==> src/rtl/arbitro_turnos_gato.sv <==
// Turn arbiter for tic-tac-toe: converts both players' button levels to one-hot
// pulses, forwards only the active player's, and sequences turns, timeouts and moves.
module arbitro_turnos_gato #(
  parameter int TIMEOUT_CYCLES = 1000,
  parameter int CNT_W          = 10
) (
  input  logic       clk,
  input  logic       reset_all,
  input  logic       reset_game,
  input  logic       start,
  input  logic [4:0] p1_botones,
  input  logic [4:0] p2_botones,
  input  logic       move_ok,
  input  logic       game_end,
  output logic [4:0] boton_out,
  output logic       turno_p1,
  output logic       turno_p2,
  output logic       timeout_flag,
  output logic [3:0] moves,
  output logic [1:0] state
);

  typedef enum logic [1:0] {
    IDLE = 2'd0,
    P1   = 2'd1,
    P2   = 2'd2,
    DONE = 2'd3
  } state_t;

  localparam logic [CNT_W-1:0] TIMER_LAST = CNT_W'(TIMEOUT_CYCLES - 1);

  state_t           state_r;
  logic [4:0]       prev1_r;
  logic [4:0]       prev2_r;
  logic [CNT_W-1:0] timer_r;
  logic [4:0]       rise_s;
  logic [4:0]       pick_s;

  // Keep only the highest-priority rising bit: elige > arriba > abajo > izq > der.
  function automatic logic [4:0] pick_one(input logic [4:0] r);
    logic [4:0] o;
    o = 5'b00000;
    if (r[4]) begin
      o = 5'b10000;
    end else if (r[3]) begin
      o = 5'b01000;
    end else if (r[2]) begin
      o = 5'b00100;
    end else if (r[1]) begin
      o = 5'b00010;
    end else if (r[0]) begin
      o = 5'b00001;
    end else begin
      o = 5'b00000;
    end
    return o;
  endfunction

  // Rising edges of the player whose turn is in effect before the clock edge.
  always_comb begin
    rise_s = 5'b00000;
    case (state_r)
      P1:      rise_s = p1_botones & ~prev1_r;
      P2:      rise_s = p2_botones & ~prev2_r;
      default: rise_s = 5'b00000;
    endcase
    pick_s = pick_one(rise_s);
  end

  // Previous-level copies track the inputs every cycle, whatever the state.
  always_ff @(posedge clk or negedge reset_all) begin
    if (!reset_all) begin
      prev1_r <= 5'b00000;
      prev2_r <= 5'b00000;
    end else begin
      prev1_r <= p1_botones;
      prev2_r <= p2_botones;
    end
  end

  // Turn sequencer with registered outputs.
  always_ff @(posedge clk or negedge reset_all) begin
    if (!reset_all) begin
      state_r      <= IDLE;
      boton_out    <= 5'b00000;
      turno_p1     <= 1'b0;
      turno_p2     <= 1'b0;
      timeout_flag <= 1'b0;
      moves        <= 4'd0;
      timer_r      <= '0;
    end else begin
      boton_out    <= 5'b00000;
      timeout_flag <= 1'b0;
      if (reset_game) begin
        state_r  <= IDLE;
        turno_p1 <= 1'b0;
        turno_p2 <= 1'b0;
        moves    <= 4'd0;
        timer_r  <= '0;
      end else begin
        case (state_r)
          IDLE: begin
            if (start) begin
              state_r  <= P1;
              turno_p1 <= 1'b1;
              turno_p2 <= 1'b0;
              timer_r  <= '0;
            end else begin
              state_r <= IDLE;
            end
          end
          P1, P2: begin
            boton_out <= pick_s;
            if (game_end) begin
              state_r  <= DONE;
              turno_p1 <= 1'b0;
              turno_p2 <= 1'b0;
            end else if (move_ok) begin
              timer_r <= '0;
              if (moves >= 4'd8) begin
                state_r  <= DONE;
                turno_p1 <= 1'b0;
                turno_p2 <= 1'b0;
                moves    <= 4'd9;
              end else begin
                state_r  <= (state_r == P1) ? P2 : P1;
                turno_p1 <= (state_r == P2);
                turno_p2 <= (state_r == P1);
                moves    <= moves + 4'd1;
              end
            end else if (pick_s != 5'b00000) begin
              // Player activity restarts the idle count.
              timer_r <= '0;
            end else if (timer_r == TIMER_LAST) begin
              state_r      <= (state_r == P1) ? P2 : P1;
              turno_p1     <= (state_r == P2);
              turno_p2     <= (state_r == P1);
              timeout_flag <= 1'b1;
              timer_r      <= '0;
            end else begin
              timer_r <= timer_r + CNT_W'(1);
            end
          end
          DONE: begin
            state_r  <= DONE;
            turno_p1 <= 1'b0;
            turno_p2 <= 1'b0;
          end
          default: begin
            state_r  <= IDLE;
            turno_p1 <= 1'b0;
            turno_p2 <= 1'b0;
          end
        endcase
      end
    end
  end

  assign state = state_r;

endmodule

==> config.mk <==
export PLATFORM = sky130hd
export DESIGN_NAME = arbitro_turnos_gato
export DESIGN_NICKNAME = d
export VERILOG_FILES = /design/src/rtl/arbitro_turnos_gato.sv
export SDC_FILE = /design/constraint.sdc
export NUM_CORES = 1
export LEC_CHECK = 0
export ABC_AREA = 1
export CORE_ASPECT_RATIO = 0.7
export CORE_MARGIN = 1.5
export CORE_UTILIZATION = 30
export CTS_CLUSTER_SIZE = 20
export DETAILED_ROUTE_END_ITERATION = 10
export DONT_BUFFER_PORTS = 1
export GPL_TIMING_DRIVEN = 0
export PLACE_DENSITY_LB_ADDON = 0.05
export SLEW_MARGIN = 0
export SYNTH_ARGS = -nofsm -noshare
export SYNTH_HDL_FRONTEND = slang
export SYNTH_SLANG_ARGS = --single-unit
==> constraint.sdc <==
create_clock -name clk -period 1.9 [get_ports clk]
set_input_delay 0.19 -clock clk [delete_from_list [all_inputs] [get_ports clk]]
set_output_delay 0.19 -clock clk [all_outputs]
set_load 0.005 [all_outputs]
==> results.cfg <==
[detailed_routing]
vias = 1285
drt_iter0_markers = 42
drt_first_pass_iters = 4
vias_per_cell = 4.48
drc_errors = 0
routed_wl_um = 3630
antenna_left = 0
wl_per_cell_um = 12.6

[cts]
clk_pin_slew_ns = 0.07
cts_tree = yes
insertion_delay_ns = 0.28
cts_buffers = 5
root_buffer = clkbuf_8
cts_max_path_buffers = 2
cts_num_sinks = 34
cts_max_level = 2

[setup_path]
cp-end-kind = flop
cp.arrival_ns = 1.93
cp-start-kind = flop
worstSetupPathType = flop to flop
cp_max_fo = 8
r2r_cells = 10
critPathRequiredTime_ns = 2.07

[sta]
relSlewSlack_pct = 80.1
tightest_slew_ns = 0.297
fin_worst_skew_ns = 0.00480
hold_viol_final = 0
hold_ws_ns = 0.104
finalSetupViolCount = 0
finalCritPeriodShare_pct = 92.6
rsz0062_at_grt = false
fin_crit_ns = 1.76
fmax_mhz = 568
finalSetupTns_ns = 0
slew_viol_final = 0

[power]
netSwitchingFraction_pct = 26.2
pwr-share-seq_pct = 47.2
internal_power_w = 0.00123
powerDensity_mw_per_mm2 = 775
ir_worst_vdd_uv = 306
power_leakage_nw = 0.984
pwr-share-clk_pct = 37.9
pwr-share-comb_pct = 14.9
p_sw_w = 0.000436

[floorplan]
die_h_um = 66.0
rows = 22
die_area_mm2 = 0.00614
initial_utilization_pct = 31.9
io_pins = 30
coreArea_mm2 = 0.00534
die_w_um = 93.0

[synth]
yosys_warnings = 0
syn-cell-area_mm2 = 0.00170
syn_avg_cell_area_um2 = 8.96
yosysSeqAreaShare_pct = 50.0
syn_nets = 214
synth-seq-cells = 34
ys_types = 27
syn_inst = 190

[global_routing]
grt_pass1_vias = 1353
antenna_found_initial = 0
grt_max_degree = 35
grtUsageTotal_pct = 13.9
grt_overflow = 0
grt_pass1_wl_um = 6490

[layout]
syn_to_final_growth_pct = 26.0
final_util_pct = 40.2
final_nets = 238
antenna_cells = 0
drive_gt1_share_pct = 20.5

[placement]
gp_congestion = 0.789
dp_hpwl_um = 2680
port_buffers = 0

[worst_hold_path]
hold_depth = 3
hp-class = input pin to flop

[flow_run]
cap_violations = 0

[run_status]
outcome = completed
-- area by class of cell --
class / instances / area, µm²
fillers: 564 / 3200
flip-flops and latches: 34 / 853
multi-input cells: 126 / 798
repair buffers: 17 / 173
inverters: 30 / 120
clock buffers: 8 / 110
well taps: 72 / 90.1
-- power by group through the flow --
stage	registers (W)	logic (W)	clock network, W
2_1_floorplan	0.000787	0.000140	0
3_3_place_gp	0.000792	0.000174	0
3_5_place_dp	0.000794	0.000176	0
4_1_cts	0.000781	0.000233	0.000662
5_1_grt	0.000788	0.000286	0.000692
6_report	0.000784	0.000248	0.000630
-- worst paths after layout --
check | start | endpoint | slack (ns)
worst max-delay path | state[1] | timer_r[7] | 0.14
worst min-delay path | reset_game | moves[0] | 0.10
worst max register to register | state[1] | timer_r[7] | 0.14
worst min register to register | turno_p2 | turno_p2 | 0.50
max in group asynchronous | reset_all | state[1] | 1.36
min in group asynchronous | reset_all | prev2_r[2] | 0.36
-- layer usage --
metal,global-route usage [%],vias to the layer above,wire length [µm]
li1,-,659,-
met1,19.2,605,1850
met2,20.9,19,1600
met3,4.14,2,160
met4,4.55,0,16
met5,0,-,0
-- synth_stat cells --
library cell | number | area share [%]
nand2_2 | 1 | 0.37
nor2_4 | 2 | 1.3
a21oi_1 | 5 | 1.5
nor2_1 | 14 | 3.1
nand3_2 | 2 | 1.2
ha_1 | 8 | 5.9
nand3_1 | 15 | 4.4
nand4_1 | 3 | 1.1
nor4_1 | 1 | 0.37
nor3_1 | 3 | 0.88
o211ai_4 | 1 | 1.2
dfrtp_1 | 34 | 50
nand2_4 | 2 | 1.3
o21ai_2 | 2 | 1.0
a211oi_1 | 1 | 0.44
a31oi_1 | 2 | 0.74
o21ai_0 | 4 | 1.2
o21ai_1 | 5 | 1.5
nand3b_1 | 3 | 1.3
o22ai_1 | 4 | 1.5
inv_1 | 25 | 5.5
nor2_2 | 4 | 1.5
and3_1 | 1 | 0.37
inv_2 | 5 | 1.1
xor2_1 | 5 | 2.6
nand2_1 | 37 | 8.2
xnor2_1 | 1 | 0.51
-- flip-flops by register name, indices dropped and copies added (netlist names) --
register      flops
prev2_r           5
timeout_flag      1
moves             4
timer_r          10
turno_p1          1
prev1_r           5
boton_out         5
turno_p2          1
state             2
-- cells by family (layout without fill, tap and decap cells) --
logic type / Yosys count / after routing / share of synthesized area, %
adders and majority gates: 8 / 8 / 5.88
buffers and inverters: 30 / 55 / 6.62
and+or+nand+nor: 88 / 88 / 25.4
xor gates and xnor gates: 6 / 6 / 3.09
AOI/OAI and AO/OA: 24 / 24 / 9.04
DFF: 34 / 34 / 50.0
-- layout by cell type, fill, tap and decap left out, types with 4 or more instances in the layout --
cell           count
dlygate4sd3_1     13
o22ai_1            4
inv_1             23
dfrtp_1           32
ha_1               5
nor2_2             4
o21ai_0            4
o21ai_1            5
xor2_1             5
inv_2              4
nand2_2            5
nand2_1           33
a21oi_1            5
nand3_1           14
clkbuf_8           8
nor2_1            13
-- metrics by stage --
| stage | total power [W] | setup WS, ns | cell area, µm² | cells |
|---|---|---|---|---|
| after global routing | 0.00177 | 0.00782 | 2140 | 287 |
| after floorplan | 0.000927 | 0.210 | 1700 | 190 |
| after CTS | 0.00168 | 0.00914 | 2080 | 284 |
| after global placement | 0.000967 | -0.0705 | 1790 | 262 |
| after detailed placement | 0.000970 | -0.124 | 1790 | 262 |
| final | 0.00166 | 0.141 | 2140 | 287 |
-- timing repair --
item / CTS / global route
gates resized for setup: 8 / 12
hold buffers: 14 / 0
hold endpoints to repair: 46 / 0
endpoints found under the setup margin: 13 / 15
pin swaps: 0 / 4
buffers inserted: 0 / 3
-- worst max-delay path, cell delays in order (launching register included) --
cell,delay (ns)
dfrtp_2,0.47
inv_4,0.11
ha_4,0.22
inv_2,0.08
nand2_1,0.09
o211ai_4,0.29
nor2_4,0.08
nand2_4,0.13
nor2_2,0.05
o21ai_1,0.08
nand2_1,0.06
Power figures use the tool's default switching activity.
